--- config.mk ---
export PLATFORM = sky130hd
export DESIGN_NAME = mem_arb
export DESIGN_NICKNAME = d
export VERILOG_FILES = /design/src/rtl/mem_arb_pkg.sv /design/src/rtl/mem_arb_starve_ctr.sv /design/src/rtl/mem_arb.sv
export SDC_FILE = /design/constraint.sdc
export NUM_CORES = 1
export LEC_CHECK = 0
export BUFFER_PORTS_ARGS = -buffer_cell sky130_fd_sc_hd__buf_4
export CAP_MARGIN = 30
export CORE_MARGIN = 5
export CORE_UTILIZATION = 51
export DETAILED_ROUTE_END_ITERATION = 12
export PLACE_DENSITY = 0.9
export SYNTH_ARGS = -nofsm -noshare
export SYNTH_HDL_FRONTEND = slang
export SYNTH_SLANG_ARGS = --single-unit
--- constraint.sdc ---
create_clock -name clk -period 13.4 [get_ports clk]
set_clock_uncertainty 0.1 [all_clocks]
set_input_delay 1.34 -clock clk [delete_from_list [all_inputs] [get_ports clk]]
set_output_delay 1.34 -clock clk [all_outputs]
set_load 0.005 [all_outputs]
--- src/rtl/mem_arb_pkg.sv ---
// Shared constants for the I/D memory arbiter: bus widths, the starvation
// limit default and the arbiter state encoding.
package mem_arb_pkg;

  localparam int ADDR_W = 32;
  localparam int DATA_W = 32;
  localparam int STRB_W = 4;

  localparam int STARVE_LIMIT_DEFAULT = 4;

  typedef logic [1:0] state_t;

  localparam logic [1:0] ST_IDLE  = 2'd0;
  localparam logic [1:0] ST_ISSUE = 2'd1;
  localparam logic [1:0] ST_WAIT  = 2'd2;

endpackage

--- src/rtl/mem_arb_starve_ctr.sv ---
// Counts consecutive D-side grants made while the I-side is waiting, so the
// arbiter can hand the port to I once the limit is reached.
module mem_arb_starve_ctr
  import mem_arb_pkg::*;
#(
  parameter int STARVE_LIMIT = STARVE_LIMIT_DEFAULT
) (
  input  logic clk,
  input  logic rst,
  input  logic grant_i,
  input  logic grant_d,
  input  logic i_pending,
  output logic at_limit
);

  localparam int CW = (STARVE_LIMIT < 1) ? 1 : $clog2(STARVE_LIMIT + 1);
  localparam logic [CW-1:0] LIMIT = CW'(STARVE_LIMIT);

  logic [CW-1:0] starve_cnt;

  // A D grant with nobody waiting on the I side ends the starvation run.
  always_ff @(posedge clk or posedge rst) begin
    if (rst) begin
      starve_cnt <= '0;
    end else if (grant_i) begin
      starve_cnt <= '0;
    end else if (grant_d) begin
      if (!i_pending) begin
        starve_cnt <= '0;
      end else if (starve_cnt != LIMIT) begin
        starve_cnt <= starve_cnt + 1'b1;
      end
    end
  end

  assign at_limit = (starve_cnt == LIMIT);

endmodule

--- src/rtl/mem_arb.sv ---
// Two-requester (instruction fetch / load-store) arbiter in front of a single
// memory port, D-side priority with bounded I-side starvation.
module mem_arb
  import mem_arb_pkg::*;
#(
  parameter int STARVE_LIMIT = STARVE_LIMIT_DEFAULT
) (
  input  logic              clk,
  input  logic              rst,

  input  logic              i_req_valid,
  input  logic [ADDR_W-1:0] i_req_addr,
  output logic              i_resp_valid,
  output logic [DATA_W-1:0] i_resp_data,

  input  logic              d_req_valid,
  input  logic [ADDR_W-1:0] d_req_addr,
  input  logic [STRB_W-1:0] d_req_we,
  input  logic [DATA_W-1:0] d_req_wdata,
  output logic              d_resp_valid,
  output logic [DATA_W-1:0] d_resp_data,

  output logic              mem_req_valid,
  input  logic              mem_req_ready,
  output logic [ADDR_W-1:0] mem_addr,
  output logic [STRB_W-1:0] mem_we,
  output logic [DATA_W-1:0] mem_wdata,
  input  logic              mem_resp_valid,
  input  logic [DATA_W-1:0] mem_rdata,

  output logic              stall,
  output logic              owner_d
);

  state_t state;
  logic   idle;
  logic   at_limit;
  logic   grant_i;
  logic   grant_d;
  logic   resp_take;

  assign idle      = (state == ST_IDLE);
  assign grant_d   = idle & d_req_valid & ~(i_req_valid & at_limit);
  assign grant_i   = idle & i_req_valid & ~grant_d;
  assign resp_take = (state == ST_WAIT) & mem_resp_valid;

  mem_arb_starve_ctr #(
    .STARVE_LIMIT(STARVE_LIMIT)
  ) u_starve_ctr (
    .clk      (clk),
    .rst      (rst),
    .grant_i  (grant_i),
    .grant_d  (grant_d),
    .i_pending(i_req_valid),
    .at_limit (at_limit)
  );

  // Handshakes outside their own state are ignored, so stray ready/response
  // pulses never advance the transaction.
  always_ff @(posedge clk or posedge rst) begin
    if (rst) begin
      state <= ST_IDLE;
    end else begin
      case (state)
        ST_IDLE:  if (grant_i | grant_d) state <= ST_ISSUE;
        ST_ISSUE: if (mem_req_ready)     state <= ST_WAIT;
        ST_WAIT:  if (mem_resp_valid)    state <= ST_IDLE;
        default:                         state <= ST_IDLE;
      endcase
    end
  end

  always_ff @(posedge clk or posedge rst) begin
    if (rst) begin
      mem_addr  <= '0;
      mem_we    <= '0;
      mem_wdata <= '0;
      owner_d   <= 1'b0;
    end else if (grant_d) begin
      mem_addr  <= d_req_addr;
      mem_we    <= d_req_we;
      mem_wdata <= d_req_wdata;
      owner_d   <= 1'b1;
    end else if (grant_i) begin
      mem_addr  <= i_req_addr;
      mem_we    <= '0;
      mem_wdata <= '0;
      owner_d   <= 1'b0;
    end
  end

  // Response data is registered so each requester sees a clean one-cycle pulse
  // and its data word holds until its next response.
  always_ff @(posedge clk or posedge rst) begin
    if (rst) begin
      i_resp_valid <= 1'b0;
      d_resp_valid <= 1'b0;
      i_resp_data  <= '0;
      d_resp_data  <= '0;
    end else begin
      i_resp_valid <= resp_take & ~owner_d;
      d_resp_valid <= resp_take & owner_d;
      if (resp_take & ~owner_d) i_resp_data <= mem_rdata;
      if (resp_take & owner_d)  d_resp_data <= mem_rdata;
    end
  end

  assign mem_req_valid = (state == ST_ISSUE);
  assign stall = (i_req_valid & ~i_resp_valid) | (d_req_valid & ~d_resp_valid);

endmodule

==> run_results.csv <==
group,metric,value,unit
run_status,status,"finished clean",
setup_path,end_kind,"output pin",
clock_tree,cts_resized,0,
clock_tree,cts-root-buf,"clkbuf_16",
synth,synth.yosys.warnings,0,
clock_tree,clkSinkCount,140,
clock_tree,cts_hold_buf,0,
layout,syn_to_final_growth,44.5,%
detailed_routing,ant_nets,0,
layout,nets,848,
synth,syn_nets,572,
place,dpl.hpwl,12300,µm
layout,stdcell_area,0.00885,mm²
hold_path,hp-class,"reg -> reg",
synth,post_synth_num_cell_types,27,
synth,synthCells,432,
timing,setup-tns-final,0,ns
floorplan,io_pins,275,
timing,fin_crit_sh,24.6,%
setup_path,critPathKind,"in -> out",
synth,ys_ff_latch,140,
hold_path,hold_path_end,"d_resp_data[21]",
detailed_routing,dr.pass1.iters,4,
detailed_routing,vias,4366,
power_and_ir_drop,p_per_area,231,mW/mm²
hold_path,min-delay-start,"d_resp_data[21]",
place,gp_congestion,0.803,
global_route,grt_pass1_vias,4922,
place,port_buffers,274,
setup_path,r2r_end,"mem_addr[20]",
floorplan,dieArea,0.0143,mm²
layout,fillers,761,
detailed_routing,drtIter0Drc,248,
synth,yosysSeqAreaShare,57.2,%
timing,max_freq,304,MHz
setup_path,arrival,1.85,ns
timing,worstMarginPinSlew,0.870,ns
setup_path,required,11.96,ns
global_route,grt_pass1_wl,26700,µm
clock_tree,ctsLongestPathBuffers,2,
synth,yosys.area.top_type,"dfrtp_1",
clock_tree,clk_latency,0.41,ns
clock_tree,post-cts-setup-buffers,0,
clock_tree,cts_buffers,17,
global_route,antenna_found_initial,0,
setup_path,cp_max_fo,6,
detailed_routing,vias_per_cell,5.03,
clock_tree,clkTransAtPathRegs,0.06,ns
clock_tree,htreeDepth,4,
synth,synth_area,0.00613,mm²
synth,avgSynthCellArea,14.2,µm²
setup_path,rrSetupSlack,10.77,ns
layout,n_antenna_cell,0,
global_route,grt_overflow,0,
timing,min_period,3.29,ns
place,dp_cells,836,
timing,hold_viol,0,
detailed_routing,drc_errors,0,
floorplan,start_util,51.4,%
floorplan,die_w,120,µm
hold_path,whs_path_depth,1,
floorplan,core_area,0.0119,mm²
layout,final_cell_count_no_fill,868,
timing,maxSlewHeadroom,42.0,%
global_route,grt_usage,24.1,%
synth,synth_top_area_share,57.2,%
place,placedInstanceArea,0.00827,mm²
layout,drive_above_1_share,61.3,%
power_and_ir_drop,leakagePower,0.00485,µW
synth,netlist_top_cells_area,"dfrtp_1 57%, mux2_2 14%, mux2_4 12%, mux2i_1 6.0%, inv_1 2.7%",
detailed_routing,routed_wl,16700,µm
floorplan,fp-row-count,40,
floorplan,die_height,120,µm
timing,finalSetupViolCount,0,
setup_path,rr_startpoint,"u_starve_ctr.starve_cnt[0]",
clock_tree,cts_tree,"done",
detailed_routing,wl_per_cell,19.3,µm
run,maxCapViolCount,0,
timing,drv_slew,0,
global_route,grt_max_degree,84,
timing,rsz0062_at_grt,"no",
setup_path,worst_setup_path_start_kind,"primary input",
setup_path,reg2reg_depth,6,
power_and_ir_drop,vdd_drop_max,0.143,mV
critical path, cell delays in order:
cell and delay (ns):
buf_4 0.11, inv_1 0.07, o22ai_1 0.18, buf_4 0.15
through the flow:
stage / total power (µW) / utilization (%) / setup slack (ns) / hold slack [ns]
floorplan: 1170 / - / 8.21 / 0.383
global placement: 1550 / 69.4 / 9.96 / 0.390
detailed placement: 1600 / 69.4 / 9.90 / 0.396
CTS: 2070 / 74.3 / 10.12 / 0.409
global route: 2180 / 74.3 / 10.07 / 0.425
finish: 2050 / 74.3 / 10.11 / 0.406
report_power, final:
part / switching [µW] / total, µW / internal [µW]
combinational: 303 / 843 / 540
sequential: 123 / 745 / 622
clock: 183 / 462 / 279
total: 608 / 2050 / 1440
kinds of logic (layout without fill, tap and decap cells):
group	after synthesis	count (layout)	share of synthesized area (%)
mux	165	165	32.6
fa+ha+maj	2	2	0.408
compound gates	6	6	0.735
flops	140	140	57.2
simple gates	53	53	3.90
buf+inv	66	355	5.17
cell type report:
type | count | area, µm² | share of cell area [%]
flip-flops and latches | 140 | 3500 | 39.6
clock buffers | 18 | 439 | 4.96
multi-input cells | 226 | 2320 | 26.2
inverters | 44 | 170 | 1.92
repair buffers | 279 | 2090 | 23.7
well taps | 147 | 184 | 2.08
clock inverters | 14 | 144 | 1.62
worst max-delay path by stage:
stage	from	end	slack, ns
after floorplan	rst	d_resp_data[0]	8.21
after detailed placement	d_req_valid	mem_addr[5]	9.90
final	i_req_valid	stall	10.11
after CTS	i_req_valid	stall	10.12
after global placement	d_req_valid	mem_addr[9]	9.96
after global routing	i_req_valid	stall	10.07
flip-flops by register name (all words and copies together), names as in the netlist:
| signal | flops |
|---|---|
| u_starve_ctr.starve_cnt | 3 |
| d_resp_data | 32 |
| mem_wdata | 32 |
| state | 2 |
| d_resp_valid | 1 |
| i_resp_data | 32 |
| i_resp_valid | 1 |
| mem_we | 4 |
| owner_d | 1 |
| mem_addr | 32 |
Yosys cell counts (all sizes together):
library cell	count
dfrtp	140
mux2	128
inv	44
nand2	42
mux2i	37
buf	18
clkbuf	4
ha	2
nor3b	2
nor4	2
or3b	2
a311o	1
and3	1
nand2b	1
nand4	1
nor2b	1
o211ai	1
o21ai	1
o22ai	1
o311ai	1
o31ai	1
or2	1
per-layer routing:
| metal | part of all wire, % | GRT usage (%) | vias up |
|---|---|---|---|
| li1 | - | - | 2004 |
| met1 | 37 | 27.6 | 2140 |
| met2 | 51 | 40.7 | 201 |
| met3 | 11 | 10.0 | 21 |
| met4 | 1.6 | 8.59 | 0 |
| met5 | 0 | 0 | - |
layout by cell type (no fill, tap or decap), drive strengths merged:
cell      instances
clkinv            8
o21ai             1
nor3b             2
clkinvlp          2
nand2            42
o22ai             1
nand2b            1
o211ai            1
buf             279
clkbuf           18
o311ai            1
inv              46
or3b              2
dfrtp           140
a311o             1
nor2b             1
nand4             1
and3              1
o31ai             1
nor4              2
bufinv            2
mux2            128
or2               1
mux2i            37
ha                2
(Power assumes the default switching activity.)
